**config.mk**
```make
export PLATFORM = sky130hd
export DESIGN_NAME = seq_alu
export DESIGN_NICKNAME = d
export VERILOG_FILES = /design/src/rtl/alu_pkg.sv /design/src/rtl/muldiv_iter.sv /design/src/rtl/seq_alu.sv
export SDC_FILE = /design/constraint.sdc
export NUM_CORES = 1
export LEC_CHECK = 0
export BUFFER_PORTS_ARGS = -buffer_cell sky130_fd_sc_hd__buf_2
export CAP_MARGIN = 10
export CORE_ASPECT_RATIO = 1.75
export CORE_MARGIN = 5
export CORE_UTILIZATION = 35
export DETAILED_ROUTE_END_ITERATION = 8
export PLACE_DENSITY = 0.48
export SYNTH_ARGS = -nofsm -noshare
export SYNTH_HDL_FRONTEND = slang
export SYNTH_SLANG_ARGS = --single-unit
export TNS_END_PERCENT = 1
```
**constraint.sdc**
```tcl
create_clock -name clk -period 14.3 [get_ports clk]
set_input_delay 2.86 -clock clk [delete_from_list [all_inputs] [get_ports clk]]
set_output_delay 2.86 -clock clk [all_outputs]
set_load 0.005 [all_outputs]
```
**src/rtl/alu_pkg.sv**
```systemverilog
// Shared types for the sequential ALU: opcodes, FSM states
// and the helper that tells single-cycle ops from iterative ones.
package alu_pkg;

  typedef enum logic [3:0] {
    OP_AND   = 4'd0,
    OP_OR    = 4'd1,
    OP_ADD   = 4'd2,
    OP_XOR   = 4'd3,
    OP_ANDN  = 4'd4,
    OP_ORN   = 4'd5,
    OP_SUB   = 4'd6,
    OP_SLTU  = 4'd7,
    OP_MULTU = 4'd8,
    OP_MULT  = 4'd9,
    OP_DIVU  = 4'd10,
    OP_DIV   = 4'd11,
    OP_MFHI  = 4'd12,
    OP_MFLO  = 4'd13,
    OP_SLT   = 4'd14,
    OP_ILL   = 4'd15
  } op_e;

  typedef enum logic [1:0] {
    S_IDLE,
    S_CALC,
    S_HOLD
  } state_e;

  function automatic logic is_iter(op_e op);
    return op inside {OP_MULTU, OP_MULT, OP_DIVU, OP_DIV};
  endfunction

endpackage

```
**src/rtl/muldiv_iter.sv**
```systemverilog
// Iterative shift-add multiplier / restoring divider on magnitudes,
// one bit per cycle, with sign fix-up applied on the final cycle.
module muldiv_iter
  import alu_pkg::*;
#(
  parameter int WIDTH = 32
) (
  input  logic             clk,
  input  logic             reset,
  input  logic             start,
  input  logic             sgn,
  input  logic             mode,
  input  logic [WIDTH-1:0] a,
  input  logic [WIDTH-1:0] b,
  output logic             done,
  output logic [WIDTH-1:0] hi,
  output logic [WIDTH-1:0] lo
);

  localparam int CW = $clog2(WIDTH);

  logic             busy;
  logic [CW-1:0]    cnt;
  logic [WIDTH-1:0] acc, q, mag_b;
  logic             md, neg_q, neg_r;

  logic [WIDTH-1:0]   a_mag, b_mag, addend;
  logic [WIDTH-1:0]   acc_n, q_n;
  logic [WIDTH:0]     sum, sh, diff;
  logic [2*WIDTH-1:0] prod, prod_s;

  always_comb begin
    a_mag  = (sgn & a[WIDTH-1]) ? -a : a;
    b_mag  = (sgn & b[WIDTH-1]) ? -b : b;
    addend = q[0] ? mag_b : '0;
    sum    = {1'b0, acc} + {1'b0, addend};
    sh     = {acc, q[WIDTH-1]};
    diff   = sh - {1'b0, mag_b};
    if (md) begin
      acc_n = diff[WIDTH] ? sh[WIDTH-1:0] : diff[WIDTH-1:0];
      q_n   = {q[WIDTH-2:0], ~diff[WIDTH]};
    end else begin
      acc_n = sum[WIDTH:1];
      q_n   = {sum[0], q[WIDTH-1:1]};
    end
    prod   = {acc_n, q_n};
    prod_s = neg_q ? -prod : prod;
    done   = busy & (cnt == CW'(WIDTH-1));
    if (md) begin
      hi = neg_r ? -acc_n : acc_n;
      lo = neg_q ? -q_n : q_n;
    end else begin
      hi = prod_s[2*WIDTH-1:WIDTH];
      lo = prod_s[WIDTH-1:0];
    end
  end

  always_ff @(posedge clk or posedge reset) begin
    if (reset) begin
      busy  <= 1'b0;
      cnt   <= '0;
      acc   <= '0;
      q     <= '0;
      mag_b <= '0;
      md    <= 1'b0;
      neg_q <= 1'b0;
      neg_r <= 1'b0;
    end else if (start) begin
      busy  <= 1'b1;
      cnt   <= '0;
      acc   <= '0;
      q     <= a_mag;
      mag_b <= b_mag;
      md    <= mode;
      neg_q <= sgn & (a[WIDTH-1] ^ b[WIDTH-1]);
      neg_r <= sgn & a[WIDTH-1];
    end else if (busy) begin
      acc <= acc_n;
      q   <= q_n;
      cnt <= cnt + 1'b1;
      if (done) begin
        busy <= 1'b0;
        cnt  <= '0;
      end
    end
  end

endmodule

```
**src/rtl/seq_alu.sv**
```systemverilog
// Sequential ALU top: handshake FSM, single-cycle datapath,
// HI/LO architectural registers and registered result outputs.
module seq_alu
  import alu_pkg::*;
#(
  parameter int WIDTH = 32
) (
  input  logic             clk,
  input  logic             reset,
  input  logic             in_valid,
  output logic             in_ready,
  input  logic [3:0]       op,
  input  logic [WIDTH-1:0] in1,
  input  logic [WIDTH-1:0] in2,
  output logic             out_valid,
  input  logic             out_ready,
  output logic [WIDTH-1:0] result,
  output logic             zero,
  output logic             err,
  output logic [WIDTH-1:0] hi,
  output logic [WIDTH-1:0] lo
);

  state_e           state, state_n;
  op_e              opc;
  logic             accept, dz, start;
  logic             sgn, mode, done;
  logic [WIDTH-1:0] sc_res, m_hi, m_lo;
  logic             sc_err;

  assign in_ready  = (state == S_IDLE);
  assign out_valid = (state == S_HOLD);

  muldiv_iter #(.WIDTH(WIDTH)) u_md (
    .clk   (clk),
    .reset (reset),
    .start (start),
    .sgn   (sgn),
    .mode  (mode),
    .a     (in1),
    .b     (in2),
    .done  (done),
    .hi    (m_hi),
    .lo    (m_lo)
  );

  always_comb begin
    opc    = op_e'(op);
    accept = in_valid & in_ready;
    dz     = (opc == OP_DIVU || opc == OP_DIV) && (in2 == '0);
    start  = accept & is_iter(opc) & ~dz;
    sgn    = (opc == OP_MULT) || (opc == OP_DIV);
    mode   = (opc == OP_DIVU) || (opc == OP_DIV);
    sc_err = 1'b0;
    case (opc)
      OP_AND:  sc_res = in1 & in2;
      OP_OR:   sc_res = in1 | in2;
      OP_ADD:  sc_res = in1 + in2;
      OP_XOR:  sc_res = in1 ^ in2;
      OP_ANDN: sc_res = in1 & ~in2;
      OP_ORN:  sc_res = in1 | ~in2;
      OP_SUB:  sc_res = in1 - in2;
      OP_SLTU: sc_res = WIDTH'(in1 < in2);
      OP_SLT:  sc_res = WIDTH'($signed(in1) < $signed(in2));
      OP_MFHI: sc_res = hi;
      OP_MFLO: sc_res = lo;
      OP_ILL: begin
        sc_res = '0;
        sc_err = 1'b1;
      end
      default: begin
        // only reached on the single-cycle path for divide by zero
        sc_res = '1;
        sc_err = dz;
      end
    endcase
  end

  always_comb begin
    state_n = state;
    unique case (state)
      S_IDLE: if (accept) state_n = start ? S_CALC : S_HOLD;
      S_CALC: if (done) state_n = S_HOLD;
      S_HOLD: if (out_ready) state_n = S_IDLE;
      default: state_n = S_IDLE;
    endcase
  end

  always_ff @(posedge clk or posedge reset) begin
    if (reset) begin
      state  <= S_IDLE;
      result <= '0;
      zero   <= 1'b1;
      err    <= 1'b0;
      hi     <= '0;
      lo     <= '0;
    end else begin
      state <= state_n;
      if (accept && !start) begin
        result <= sc_res;
        zero   <= (sc_res == '0);
        err    <= sc_err;
      end else if (state == S_CALC && done) begin
        hi     <= m_hi;
        lo     <= m_lo;
        result <= m_lo;
        zero   <= (m_lo == '0);
        err    <= 1'b0;
      end
    end
  end

endmodule

```
# [Word-level counts from Yosys, hierarchy flattened]
# Cells that the tools add are included.
[word_totals] ff_bits=205 wordCells=115
[op_classes] n_eq_ne=21 bitwise_logic=17 n_reduce_logical=17 magnitude_cmp=2 addsub=10 mux=34
[ops] op="two-way mux 32 bit" count=16
[ops] op="one-hot mux 32 bit (12 select lines)" count=1
[ops] op="negation 32 bit" count=4
[ops] op="logical NOT 32 bit" count=3
[ops] op="AND 32 bit" count=2
[ops] op="less-than comparator 32 bit" count=2
[ops] op="two-way mux 64 bit" count=1
[ops] op="negation 64 bit" count=1
[ops] op="bitwise OR 32 bit" count=2
[ops] op="adder 32 x 32 -> 33 bit" count=1
[ops] op="subtractor 33 x 32 -> 33 bit" count=1
[ops] op="adder 32 bit" count=1
[ops] op="equality test 4 bit, second input constant" count=8
[ops] op="NOT 32 bit" count=1
[ops] op="subtractor 32 bit" count=1
[ops] op="bitwise XOR 32 bit" count=1
[ops] op="equality test 4 x 3 -> 1 bit, second input constant" count=4
[ops] op="two-way mux 5 bit" count=3
[ops] op="OR reduction 11 bit" count=1
[ops] op="equality test 4 x 2 -> 1 bit, second input constant" count=2
[ops] op="two-way mux 2 bit" count=4
[ops] op="AND 1 bit" count=7
[ops] op="two-way mux 1 bit" count=7
[ops] op="one-hot mux 2 bit (3 select lines)" count=1
[ops] op="other kinds (19)" count=26

# [Longest topological paths before layout]
# Gate-level depths: netlist (run 1).
[depth] ltp_word=9 mapped_depth=27 ltp_nobuf=26

# [By module]
# From an unflattened synthesis (run 1), not the netlist that was laid out.
[unflattened] cells_unflattened=3248 hier_area_um2=24011.8
[by_module_without_submodules] mod="muldiv_iter" seq_area_each_um2=2627.5 area_per_inst_um2=13108.8 cells_each=1771 n_inst=1
[by_module_without_submodules] mod="seq_alu" seq_area_each_um2=2503.7 area_per_inst_um2=10903.0 cells_each=1477 n_inst=1

# [Worst setup path before layout (run 1)]
# No wires, ideal clock.
[synth_path] kind="input to register" startpoint="input port in2[7]" endpoint="register zero" slack_ns=8.190 stages=16 t_arrival_ns=6.049 setup_time_ns=0.061 t_required_ns=14.239 cell_sequence="clkbuf_1 inv_1 ha_1 inv_1 a21o_1 a221oi_1 a31oi_1 o21ai_0 nand2_1 a221oi_1 o21bai_1 a2111o_1 nand4_1 o311ai_0 nor4_1 a31o_1"
[synth_between] elab_chain_cells=7
[synth_lines] element="start: declaration" line="seq_alu.sv:14" rtl="input logic [WIDTH-1:0] in2,"
[synth_lines] element="parallel branches: the longest is 7 deep, another holds subtractor 32 bit"
[synth_lines] element="end signal: assignment" line="seq_alu.sv:101" rtl="zero <= (sc_res == '0);"
[synth_lines] element="end signal: assignment" line="seq_alu.sv:107" rtl="zero <= (m_lo == '0);"
[synth_lines] element="end: declaration" line="seq_alu.sv:18" rtl="output logic zero,"
# Parallel ways; which one is timed is not known.
# A chain may end at the register's enable or synchronous reset.

# [Worst setup path after layout (run 1)]
[layout_path] startpoint="input port op[1]" endpoint="register zero"
[layout_between] elab_chain_cells=8
[layout_lines] element="start: declaration" line="seq_alu.sv:12" rtl="input logic [3:0] op,"
[layout_lines] element="parallel branches: the longest is 8 deep, another holds one-hot mux 32 bit (12 select lines)"
# Parallel ways; which one is timed is not known.

==> summary.txt, run 1 <==
ROUTE
-----------------------------------------------------------------------------------------------------------------
Detailed Route Iter0 Violations                                                                              1913
Total DRC errors in the routed layout                                                                           0
Total Routed Length                                                                                     109000 µm
Average routed wire per standard cell                                                                    28.53 µm
DRT antenna net count                                                                                           0
Number of vias in the routed layout                                                                         23920
Iteration count of the initial detailed-routing pass                                                            6
Vias per cell                                                                                               6.264

SETUP PATH
-----------------------------------------------------------------------------------------------------------------
Critical path capture point type                                                                             flop
Critical R2R Capture                                                                                 hi[20]$_DFFE_PP0P_
Startpoint of the worst-slack reg-to-reg timing path                                                 u_md.q[31]$_DFFE_PP0P_
Slack of the worst reg-to-reg path                                                                        6.92 ns
Worst reg2reg path depth                                                                                       26
Type of element launching the critical path                                                            input port
Crit-path max FO                                                                                               47
CP Data Required Time                                                                                    14.78 ns
Cells along the critical path                                                                        buf_2 -> buf_4 -> clkinv_1 -> nand2_1 -> o32ai_1 -> a221o_1 -> a211o_1 -> a2111oi_0 -> nand4b_1 -> nor4_1 -> nand4_1 -> nor4_1 -> nand4_1 -> nor4_1 -> a31o_1
Dominant cell type by count on the critical path                                                     sky130_fd_sc_hd__nor4_1
Slowest cell on crit path                                                                            sky130_fd_sc_hd__buf_4
Arrival time of data at the critical path endpoint                                                        7.94 ns
Crit Path Class                                                                                            in2reg
Peak per-stage delay on the critical path                                                                 0.55 ns

LOGIC SYNTHESIS
-----------------------------------------------------------------------------------------------------------------
Post-synth EDFFs                                                                                                0
Arithmetic-cell share of the synthesized area counting full adders, half adders and majority gates         8.032%
Combinational family with the most area after synthesis                                              compound AO/OA/AOI/OAI gates
Yosys warning count                                                                                             0
Async set-reset flop share out of synthesis                                                                100.0%
Sequential-to-total area share from yosys stat                                                             23.49%
Most frequent cell after synthesis                                                                   sky130_fd_sc_hd__nand2_1
Post-synthesis net count                                                                                     3163
Top cells by count, synth                                                                            sky130_fd_sc_hd__nand2_1 (348), sky130_fd_sc_hd__nor2_1 (277), sky130_fd_sc_hd__o21ai_0 (264)
Cell types with the largest area share after synthesis                                               sky130_fd_sc_hd__dfrtp_1 (23%), sky130_fd_sc_hd__ha_1 (7.6%), sky130_fd_sc_hd__o21ai_0 (6.0%)
Fraction of synthesized area in multiplexers                                                               3.936%
Post-synthesis share of cell area spent on xor and xnor gates                                              7.258%
Top cell type's share of synthesized area                                                                  23.37%
Post-Synthesis Cells                                                                                         2954
Simple-Gate Fraction of Synth Area                                                                         21.35%
Flip-flop and latch count after synthesis                                                                     205
Summed instance area of the synthesized netlist                                                         21840 µm²
Most instantiated flip-flop cell in the synthesis netlist                                            sky130_fd_sc_hd__dfrtp_1
Synthesized-area fraction occupied by ao, oa, aoi and oai cells                                            30.05%
Library cell occupying the most area in the post-synthesis netlist                                   sky130_fd_sc_hd__dfrtp_1
Synth cell types                                                                                              102
Mean instance size in the synthesized netlist                                                           7.394 µm²

POWER AND IR DROP
-----------------------------------------------------------------------------------------------------------------
Leakage Power                                                                                            10.34 nW
Power density normalized to cell area                                                                246.1 nW/µm²
Worst vdd rail ir drop                                                                               0.00009069 V

STA
-----------------------------------------------------------------------------------------------------------------
Hold Violations, Final                                                                                          0
Worst-Margin Slew                                                                                        1.178 ns
Post-Route Skew                                                                                        0.01475 ns
Worst slew slack as a fraction of its limit                                                                21.28%
Final worst slack                                                                                        6.838 ns
Unrepaired setup endpoints after global routing                                                                no
Post-layout min period                                                                                   7.462 ns
Post-route setup TNS                                                                                         0 ns
Slew Viols, Final                                                                                               0
Maximum clock frequency                                                                                 134.0 MHz
Hold_ws                                                                                                 0.5041 ns
Number of failing setup endpoints in the final timing report                                                    0
Part of the cycle the worst path needs                                                                     52.18%

CLOCKING
-----------------------------------------------------------------------------------------------------------------
TritonCTS Buffers                                                                                              21
Quantity of hold-fixing buffers added after cts                                                                 0
Worst skew pair latency                                                                                   0.53 ns
TritonCTS sink count                                                                                          205
Buffer levels on the longest clock path                                                                         3
Root buf cell                                                                                        sky130_fd_sc_hd__clkbuf_16
Clk pin slew, worst setup/hold paths                                                                      0.07 ns
Setup bufs post-CTS                                                                                             0
Maximum level of the CTS H-tree                                                                                 1
Clock tree from TritonCTS                                                                                   built
# resized after CTS                                                                                             0

PLACEMENT
-----------------------------------------------------------------------------------------------------------------
Pre-CTS setup slack                                                                                      6.545 ns
Final HPWL from detailed placement                                                                       86180 µm
Final GP Congestion                                                                                        0.9876
Number of input and output port buffers inserted                                                              171

GLOBAL ROUTE
-----------------------------------------------------------------------------------------------------------------
Total congestion overflow                                                                                       0
Number of antenna violations at the first check in global routing                                               2
Global-route wire length before repair                                                                  159300 µm
Number of global-route vias before repair                                                                   24120
Global Route Usage Sum                                                                                     31.21%
Largest net degree at the start of global routing                                                              95

FINAL LAYOUT
-----------------------------------------------------------------------------------------------------------------
Final #Nets                                                                                                  3216
Antenna fix cells                                                                                               0
Finished Core Util                                                                                         38.77%
Fraction of final layout cells sized beyond drive strength 1                                               10.36%
Layout overhead on the synthesized area                                                                    10.18%
Sequential cell area in the final layout                                                                 5139 µm²
Count of filler cells inserted in the layout                                                                 6657
Combined area of the multi-input logic cells                                                            15460 µm²

DIE
-----------------------------------------------------------------------------------------------------------------
Vertical die dimension                                                                                   340.5 µm
Effective utilization at floorplan                                                                         35.19%
Chip width                                                                                               198.8 µm
Number of top-level pins                                                                                      172
Total core area                                                                                         62070 µm²
Area enclosed by the die boundary                                                                       67700 µm²
Row count                                                                                                     121

WORST HOLD PATH
-----------------------------------------------------------------------------------------------------------------
Worst Hold Depth                                                                                                2
Beginning of the worst hold path                                                                     result[21]$_DFFE_PP0P_
End point of the worst hold path                                                                     result[21]$_DFFE_PP0P_
Worst hold-check path type                                                                                reg2reg

RUN
-----------------------------------------------------------------------------------------------------------------
MaxCap Viol Count                                                                                               0

OUTCOME
-----------------------------------------------------------------------------------------------------------------
Outcome                                                                                                 completed

==> worst max-delay path: cells and delay by family <==
kind | cells | cell delay (ns)
simple gates | 7 | 2.63
compound gates | 5 | 1.54
buf+inv | 3 | 0.84
==> logic make-up (layout without fill, tap and decap cells) <==
group	Yosys count	in the layout
xor gates and xnor gates	181	181
and+or+nand+nor	1003	1003
adders and majority gates	138	138
muxes	83	83
DFF	205	205
AOI/OAI and AO/OA	1013	1013
buffers and inverters	331	397
==> how the worst max path moves through the flow <==
stage	start	to	cells after the start
final	op[1]	zero$_DFFE_PP1P_	15
after global routing	u_md.q[31]$_DFFE_PP0P_	hi[20]$_DFFE_PP0P_	26
after CTS	u_md.q[31]$_DFFE_PP0P_	hi[20]$_DFFE_PP0P_	26
after detailed placement	op[2]	zero$_DFFE_PP1P_	17
after global placement	in2[9]	zero$_DFFE_PP1P_	16
after floorplan	reset	err$_DFFE_PP0P_	1
==> through the flow <==
| step | instance area, µm² | std cells | power [W] |
|---|---|---|---|
| global placement | 23330 | 3781 | 0.005270 |
| floorplan | 21840 | 2954 | 0.003932 |
| global route | 24060 | 3819 | 0.006359 |
| CTS | 24020 | 3817 | 0.005901 |
| detailed placement | 23340 | 3781 | 0.005281 |
| finish | 24060 | 3819 | 0.005922 |
==> flip-flops by register name, indices dropped and copies added (netlist names) <==
register	count
result	32
zero	1
u_md.neg_r	1
u_md.md	1
state	2
u_md.q	32
hi	32
u_md.neg_q	1
u_md.cnt	5
err	1
u_md.mag_b	32
u_md.busy	1
lo	32
u_md.acc	32
==> cell usage in the layout (no fill, tap or decap), drive strengths merged, types with 73 or more instances in the layout <==
cell type / synthesis / layout
inv: 140 / 140
o21ai: 291 / 291
nor3: 77 / 77
nor2: 279 / 279
dfrtp: 204 / 204
nand2: 349 / 349
a21oi: 233 / 233
xor2: 73 / 73
buf: 50 / 218
ha: 133 / 133
xnor2: 108 / 108
==> area by class of cell <==
| type | instances | share of cell area (%) |
|---|---|---|
| multi-input combinational | 2418 | 64.24 |
| clock inverter | 8 | 0.4939 |
| inverter | 143 | 2.262 |
| timing repair buffer | 218 | 5.158 |
| tap | 799 | 4.154 |
| clock buffer | 28 | 2.335 |
| sequential | 205 | 21.35 |
==> where the power goes <==
part / switching, W / internal, W
registers: 0.000338 / 0.000806
logic: 0.00267 / 0.00152
clock network: 0.000253 / 0.000331
total: 0.00326 / 0.00266
==> routing by layer <==
| layer | part of all wire (%) | GRT usage, % | up-vias |
|---|---|---|---|
| met1 | 37 | 35.66 | 11600 |
| met3 | 5.4 | 3.199 | 331 |
| met2 | 50 | 55.08 | 1160 |
| met4 | 7.6 | 19.25 | 0 |
| met5 | 0 | 0 | - |
| li1 | - | - | 10840 |
(Power assumes the default switching activity.)
==> run 2, diff against run 1 <==
Settings changed: PLACE_DENSITY 0.48 to 0.5.
Clock period 14.3 ns to 6.2 ns, I/O delays scaled along.
==> summary.txt, run 2 (same netlist as run 1, synthesis figures left out) <==
PLACEMENT
--------------------------------------------------------------------------------
Final GP Congestion                                                       0.9669   was 0.9876
Number of input and output port buffers inserted                             171   unchanged
Final HPWL from detailed placement                                      84180 µm   was 86180 µm

SETUP PATH
--------------------------------------------------------------------------------
Slack of the worst reg-to-reg path                                       0.26 ns   was 6.92 ns
Dominant cell type by count on the critical path                    sky130_fd_sc_hd__nand4_1   was sky130_fd_sc_hd__nor4_1
Type of element launching the critical path                                 flop   was input port
Critical path capture point                                         zero$_DFFE_PP1P_   unchanged
Arrival time of data at the critical path endpoint                       6.42 ns   was 7.94 ns
Critical R2R Capture                                                zero$_DFFE_PP1P_   was hi[20]$_DFFE_PP0P_
Crit Path Class                                                          reg2reg   was in2reg
Peak per-stage delay on the critical path                                0.64 ns   was 0.55 ns
Crit-path max FO                                                               6   was 47
Slowest cell on crit path                                           sky130_fd_sc_hd__a21boi_1   was sky130_fd_sc_hd__buf_4
Critical path capture point type                                            flop   unchanged
Cells along the critical path                                       ha_1 -> a21oi_1 -> a21boi_1 -> nand4_1 -> a21boi_1 -> o21ai_2 -> nand2_1 -> nor2_1 -> a21oi_1 -> ha_1 -> nor3b_2 -> o221ai_2 -> nor2_2 -> nand3_1 -> o21ai_0 -> xor2_1 -> nor4_4 -> nand4_1 -> nor3_1 -> nand4_1 -> o21ai_1 -> a31o_1   was buf_2 -> buf_4 -> clkinv_1 -> nand2_1 -> o32ai_1 -> a221o_1 -> a211o_1 -> a2111oi_0 -> nand4b_1 -> nor4_1 -> nand4_1 -> nor4_1 -> nand4_1 -> nor4_1 -> a31o_1
CP Data Required Time                                                    6.69 ns   was 14.78 ns
Worst reg2reg path depth                                                      22   was 26
Startpoint of the worst-slack reg-to-reg timing path                u_md.acc[6]$_DFFE_PP0P_   was u_md.q[31]$_DFFE_PP0P_
Worst setup path startpoint                                         u_md.acc[6]$_DFFE_PP0P_   was op[1]

POWER AND IR DROP
--------------------------------------------------------------------------------
Total chip power                                                       0.01405 W   was 0.005922 W
Relative contribution of the clock network to total power                  10.3%   was 9.9%
Comb pwr share                                                             71.5%   was 70.8%
Reported net switching power                                          0.007640 W   was 0.003264 W
Power density normalized to cell area                               573.5 nW/µm²   was 246.1 nW/µm²
Switching power share of the total                                        54.36%   was 55.12%
Leakage Power                                                           10.59 nW   was 10.34 nW
Worst vdd rail ir drop                                               0.0002268 V   was 0.00009069 V
Sequential fraction of design power                                        18.2%   was 19.3%
Total internal power                                                  0.006414 W   was 0.002658 W

FINAL LAYOUT
--------------------------------------------------------------------------------
Count of filler cells inserted in the layout                                6619   was 6657
Layout overhead on the synthesized area                                   12.20%   was 10.18%
Antenna fix cells                                                              0   unchanged
Fraction of final layout cells sized beyond drive strength 1              11.96%   was 10.36%
Final #Nets                                                                 3263   was 3216
Commonest non-fill, non-tap cell in the layout                      sky130_fd_sc_hd__nand2_1   unchanged
Top library cells by usage in the layout, fill and taps aside       sky130_fd_sc_hd__nand2_1 (348), sky130_fd_sc_hd__nor2_1 (273), sky130_fd_sc_hd__o21ai_0 (261)   was sky130_fd_sc_hd__nand2_1 (348), sky130_fd_sc_hd__nor2_1 (274), sky130_fd_sc_hd__o21ai_0 (263)
Finished Core Util                                                        39.48%   was 38.77%

DIE
--------------------------------------------------------------------------------
Area enclosed by the die boundary                                      67700 µm²   unchanged
Row count                                                                    121   unchanged
Effective utilization at floorplan                                        35.19%   unchanged
Number of top-level pins                                                     172   unchanged
Chip width                                                              198.8 µm   unchanged
Total core area                                                        62070 µm²   unchanged
Vertical die dimension                                                  340.5 µm   unchanged

GLOBAL ROUTE
--------------------------------------------------------------------------------
Global Route Usage Sum                                                    30.15%   was 31.21%
Largest net degree at the start of global routing                            119   was 95
Global-route wire length before repair                                 155100 µm   was 159300 µm
Number of global-route vias before repair                                  24170   was 24120
Total congestion overflow                                                      0   unchanged
Number of antenna violations at the first check in global routing              0   was 2

STA
--------------------------------------------------------------------------------
Worst slew slack as a fraction of its limit                               23.23%   was 21.28%
Hold Violations, Final                                                         0   unchanged
Slew Viols, Final                                                              0   unchanged
Post-layout min period                                                  5.936 ns
Part of the cycle the worst path needs                                    95.75%
Post-Route Skew                                                       0.02044 ns   was 0.01475 ns
Number of failing setup endpoints in the final timing report                   0   unchanged
Unrepaired setup endpoints after global routing                               no   unchanged
Worst-Margin Slew                                                       1.149 ns   was 1.178 ns
Maximum clock frequency                                                168.5 MHz

RUN
--------------------------------------------------------------------------------
MaxCap Viol Count                                                              0   unchanged

ROUTE
--------------------------------------------------------------------------------
DRT antenna net count                                                          0   unchanged
Vias per cell                                                              6.141   was 6.264
Average routed wire per standard cell                                   27.31 µm   was 28.53 µm
Iteration count of the initial detailed-routing pass                           6   unchanged
Total DRC errors in the routed layout                                          0   unchanged
Number of vias in the routed layout                                        23750   was 23920
Detailed Route Iter0 Violations                                             1740   was 1913
Total Routed Length                                                    105600 µm   was 109000 µm

CLOCKING
--------------------------------------------------------------------------------
Clock tree from TritonCTS                                                  built   unchanged
Worst skew pair latency                                                  0.55 ns   was 0.53 ns
Clk pin slew, worst setup/hold paths                                     0.07 ns   about the same
Buffer levels on the longest clock path                                        3   unchanged
Quantity of hold-fixing buffers added after cts                                0   unchanged
TritonCTS Buffers                                                             22   was 21
Root buf cell                                                       sky130_fd_sc_hd__clkbuf_16   unchanged
Maximum level of the CTS H-tree                                                1   unchanged
TritonCTS sink count                                                         205   unchanged

WORST HOLD PATH
--------------------------------------------------------------------------------
Worst hold-check path type                                               reg2reg   unchanged

OUTCOME
--------------------------------------------------------------------------------
Outcome                                                                completed   unchanged

## run 2: routing by layer
metal | global-route usage (%) | vias up | share of wire (%)
met5 | 0 | - | 0
met4 | 17.85 | 0 | 7.1
met3 | 2.397 | 294 | 4.7
met2 | 54.67 | 998 | 51
met1 | 33.94 | 11510 | 37
li1 | - | 10950 | -
## run 2: stage by stage
step / cells / setup TNS (ns) / worst slack, ns / hold slack [ns] / area (µm²)
6_report: 3868 / 0 / 0.2638 / 0.5078 / 24500
5_1_grt: 3868 / 0 / 0.01359 / 0.5424 / 24500
4_1_cts: 3868 / 0 / 0.01894 / 0.5184 / 24480
3_3_place_gp: 3828 / -0.4751 / -0.4751 / 0.4873 / 23720
3_5_place_dp: 3828 / -0.5294 / -0.5294 / 0.4981 / 23720
2_1_floorplan: 2954 / 0 / 0.9440 / 0.4632 / 21840
## run 2: worst min-delay path by stage
stage | startpoint | end | slack (ns) | depth (start not counted)
finish | u_md.mag_b[0]$_DFFE_PP0P_ | u_md.mag_b[0]$_DFFE_PP0P_ | 0.51 | 2
global route | lo[2]$_DFFE_PP0P_ | lo[2]$_DFFE_PP0P_ | 0.54 | 1
CTS | u_md.mag_b[0]$_DFFE_PP0P_ | u_md.mag_b[0]$_DFFE_PP0P_ | 0.52 | 2
detailed placement | result[28]$_DFFE_PP0P_ | result[28]$_DFFE_PP0P_ | 0.50 | 2
global placement | lo[16]$_DFFE_PP0P_ | lo[16]$_DFFE_PP0P_ | 0.49 | 1
floorplan | u_md.mag_b[26]$_DFFE_PP0P_ | u_md.mag_b[26]$_DFFE_PP0P_ | 0.46 | 2
## run 2: cell type report
type / instances / area, µm² / share of cell area [%]
clock buffer: 34 / 666.9 / 2.721
clock inverter: 5 / 75.07 / 0.3064
timing repair buffer: 264 / 1592 / 6.495
tap: 799 / 999.7 / 4.080
inverter: 143 / 540.5 / 2.206
multi-input combinational: 2418 / 15490 / 63.22
sequential: 205 / 5139 / 20.97
## run 2: what timing repair did
item,CTS,global route
gates cloned,0,0
setup buffers,1,0
resized for setup,3,6
pin swaps,1,0
endpoints found under the setup margin,1,5
endpoints found under the hold margin,0,0
## run 2: power groups by stage
stage          sequential (W)  clock (W)  combinational, W
2_1_floorplan         0.00221          0           0.00685
3_3_place_gp          0.00255          0           0.00983
3_5_place_dp          0.00255          0           0.00988
4_1_cts               0.00254    0.00147           0.00998
5_1_grt               0.00261    0.00151            0.0109
6_report              0.00256    0.00144            0.0101
## run 2: critical path, delay by kind of cell, from the launching register on
kind	cells	cell delay, ns
AO/OA/AOI/OAI	9	2.46
AND/OR/NAND/NOR	10	2.16
adder cells (fa/ha/maj)	2	0.63
flip-flops	1	0.43
XOR/XNOR	1	0.19
==> run 3, diff against run 2 <==
Settings changed: CTS_BUF_LIST set to sky130_fd_sc_hd__clkbuf_4 sky130_fd_sc_hd__clkbuf_8.
==> summary.txt, run 3 (same netlist as run 1, synthesis figures left out) <==
FINAL LAYOUT
--------------------------------------------------------------------------------
Fraction of final layout cells sized beyond drive strength 1              12.84%   was 11.96%
Final cell count without fillers                                            3895   was 3868
Commonest non-fill, non-tap cell in the layout                      sky130_fd_sc_hd__nand2_1   unchanged
Final #Nets                                                                 3277   was 3263
Count of filler cells inserted in the layout                                6658   was 6619
Layout overhead on the synthesized area                                   12.21%   was 12.20%
Top library cells by usage in the layout, fill and taps aside       sky130_fd_sc_hd__nand2_1 (348), sky130_fd_sc_hd__nor2_1 (273), sky130_fd_sc_hd__o21ai_0 (261)   unchanged

CLOCKING
--------------------------------------------------------------------------------
Maximum level of the CTS H-tree                                                2   was 1
TritonCTS sink count                                                         205   unchanged
Quantity of hold-fixing buffers added after cts                                0   unchanged
Root buf cell                                                       sky130_fd_sc_hd__clkbuf_8   was sky130_fd_sc_hd__clkbuf_16
TritonCTS Buffers                                                             36   was 22
Clock tree from TritonCTS                                                  built   unchanged
Buffer levels on the longest clock path                                        3   unchanged
Worst skew pair latency                                                  0.59 ns   was 0.55 ns
Clk pin slew, worst setup/hold paths                                     0.07 ns   about the same

POWER AND IR DROP
--------------------------------------------------------------------------------
Leakage Power                                                           10.61 nW   was 10.59 nW
Power density normalized to cell area                               570.1 nW/µm²   was 573.5 nW/µm²
Worst vdd rail ir drop                                               0.0002262 V   was 0.0002268 V
Total chip power                                                       0.01397 W   was 0.01405 W

DIE
--------------------------------------------------------------------------------
Row count                                                                    121   unchanged
Vertical die dimension                                                  340.5 µm   unchanged
Chip width                                                              198.8 µm   unchanged
Effective utilization at floorplan                                        35.19%   unchanged
Area enclosed by the die boundary                                      67700 µm²   unchanged
Total core area                                                        62070 µm²   unchanged
Number of top-level pins                                                     172   unchanged

STA
--------------------------------------------------------------------------------
Maximum clock frequency                                                170.3 MHz   was 168.5 MHz
Unrepaired setup endpoints after global routing                               no   unchanged
Slew Viols, Final                                                              0   unchanged
Post-Route Skew                                                       0.02964 ns   was 0.02044 ns
Number of failing setup endpoints in the final timing report                   0   unchanged
Post-layout min period                                                  5.872 ns   was 5.936 ns
Worst slew slack as a fraction of its limit                               22.97%   was 23.23%
Hold Violations, Final                                                         0   unchanged
Part of the cycle the worst path needs                                    94.70%   was 95.75%
Worst-Margin Slew                                                       1.153 ns   was 1.149 ns
Final worst slack                                                      0.3284 ns   was 0.2638 ns
Post-route setup TNS                                                        0 ns   unchanged
Hold_ws                                                                0.5073 ns   was 0.5078 ns

PLACEMENT
--------------------------------------------------------------------------------
Final HPWL from detailed placement                                      84180 µm   unchanged
Final GP Congestion                                                       0.9669   unchanged
Pre-CTS setup slack                                                   -0.5294 ns   unchanged
Number of input and output port buffers inserted                             171   unchanged
# placed instances                                                          3828   unchanged

GLOBAL ROUTE
--------------------------------------------------------------------------------
Number of antenna violations at the first check in global routing              1   was 0
Global Route Usage Sum                                                    30.25%   was 30.15%
Total congestion overflow                                                      0   unchanged
Largest net degree at the start of global routing                            119   unchanged
Global-route wire length before repair                                 155500 µm   was 155100 µm
Number of global-route vias before repair                                  24280   was 24170

SETUP PATH
--------------------------------------------------------------------------------
Crit Path Class                                                          reg2reg   unchanged
CP Data Required Time                                                    6.72 ns   was 6.69 ns
Critical path capture point type                                            flop   unchanged
Type of element launching the critical path                                 flop   unchanged
Arrival time of data at the critical path endpoint                       6.39 ns   was 6.42 ns
Crit-path max FO                                                               6   unchanged

OUTCOME
--------------------------------------------------------------------------------
Outcome                                                                completed   unchanged

ROUTE
--------------------------------------------------------------------------------
Average routed wire per standard cell                                   27.15 µm   was 27.31 µm
Number of vias in the routed layout                                        23720   was 23750
Iteration count of the initial detailed-routing pass                           5   was 6
Total DRC errors in the routed layout                                          0   unchanged
DRT antenna net count                                                          0   unchanged
Vias per cell                                                              6.090   was 6.141
Total Routed Length                                                    105800 µm   was 105600 µm
Detailed Route Iter0 Violations                                             2036   was 1740

WORST HOLD PATH
--------------------------------------------------------------------------------
Worst hold-check path type                                               reg2reg   unchanged

RUN
--------------------------------------------------------------------------------
MaxCap Viol Count                                                              0   unchanged

==> run 3: power breakdown <==
part	leakage [nW]	internal [W]	switching [W]
clock network	0.388	0.000715	0.000646
logic	7.79	0.00373	0.00633
registers	2.43	0.00186	0.000694
==> run 3: area by class of cell <==
type,instances,area (µm²),area share [%]
Clock inverter,7,42.54,0.1736
Multi-Input combinational cell,2418,15490,63.21
Tap cell,799,999.7,4.079
Sequential cell,205,5139,20.97
Inverter,143,540.5,2.205
Antenna cell,3,7.507,0.03063
Clock buffer,56,695.7,2.838
Timing Repair Buffer,264,1592,6.494
==> run 3: through the flow <==
stage	cell area [µm²]	util, %
after floorplan	21840	-
after global placement	23720	38.21
after detailed placement	23720	38.21
after CTS	24480	39.44
after global routing	24500	39.48
final	24510	39.48
==> run 3: layer usage <==
metal / track usage, % / share of wire, % / vias up / wire length [µm]
li1: - / - / 10990 / -
met1: 33.90 / 37 / 11470 / 39400
met2: 54.86 / 51 / 963 / 54010
met3: 2.773 / 4.6 / 295 / 4865
met4: 17.69 / 7.1 / 0 / 7484
met5: 0 / 0 / - / 0
==> run 3: path summary, 6_finish.rpt <==
check / from / to / slack, ns / cells after the start
setup / recovery: u_md.acc[6]$_DFFE_PP0P_ / zero$_DFFE_PP1P_ / 0.33 / 22
hold / removal: u_md.mag_b[0]$_DFFE_PP0P_ / u_md.mag_b[0]$_DFFE_PP0P_ / 0.51 / 2
setup reg to reg: u_md.acc[6]$_DFFE_PP0P_ / zero$_DFFE_PP1P_ / 0.33 / 22
hold reg to reg: u_md.mag_b[0]$_DFFE_PP0P_ / u_md.mag_b[0]$_DFFE_PP0P_ / 0.51 / 2
max in group asynchronous: reset / u_md.md$_DFFE_PP0P_ / 4.35 / 3
min in group asynchronous: reset / u_md.mag_b[1]$_DFFE_PP0P_ / 0.65 / 2
==> run 3: critical path, cell delays in order, from the launching register on <==
cell,delay [ns]
sky130_fd_sc_hd__dfrtp_1,0.43
sky130_fd_sc_hd__ha_1,0.40
sky130_fd_sc_hd__a21oi_1,0.15
sky130_fd_sc_hd__a21boi_1,0.61
sky130_fd_sc_hd__nand4_1,0.20
sky130_fd_sc_hd__a21boi_1,0.35
sky130_fd_sc_hd__o21ai_2,0.09
sky130_fd_sc_hd__nand2_1,0.19
sky130_fd_sc_hd__nor2_1,0.09
sky130_fd_sc_hd__a21oi_1,0.23
sky130_fd_sc_hd__ha_1,0.22
sky130_fd_sc_hd__nor3b_2,0.27
sky130_fd_sc_hd__o221ai_2,0.21
sky130_fd_sc_hd__nor2_2,0.24
sky130_fd_sc_hd__nand3_1,0.23
sky130_fd_sc_hd__o21ai_0,0.31
sky130_fd_sc_hd__xor2_1,0.18
sky130_fd_sc_hd__nor4_4,0.41
sky130_fd_sc_hd__nand4_1,0.14
sky130_fd_sc_hd__nor3_1,0.25
sky130_fd_sc_hd__nand4_1,0.15
sky130_fd_sc_hd__o21ai_1,0.31
sky130_fd_sc_hd__a31o_1,0.15
==> run 3: what timing repair did <==
action	CTS	global route
setup buffers	1	0
setup endpoints to repair	1	4
pin swaps	1	0
gates resized for setup	3	6
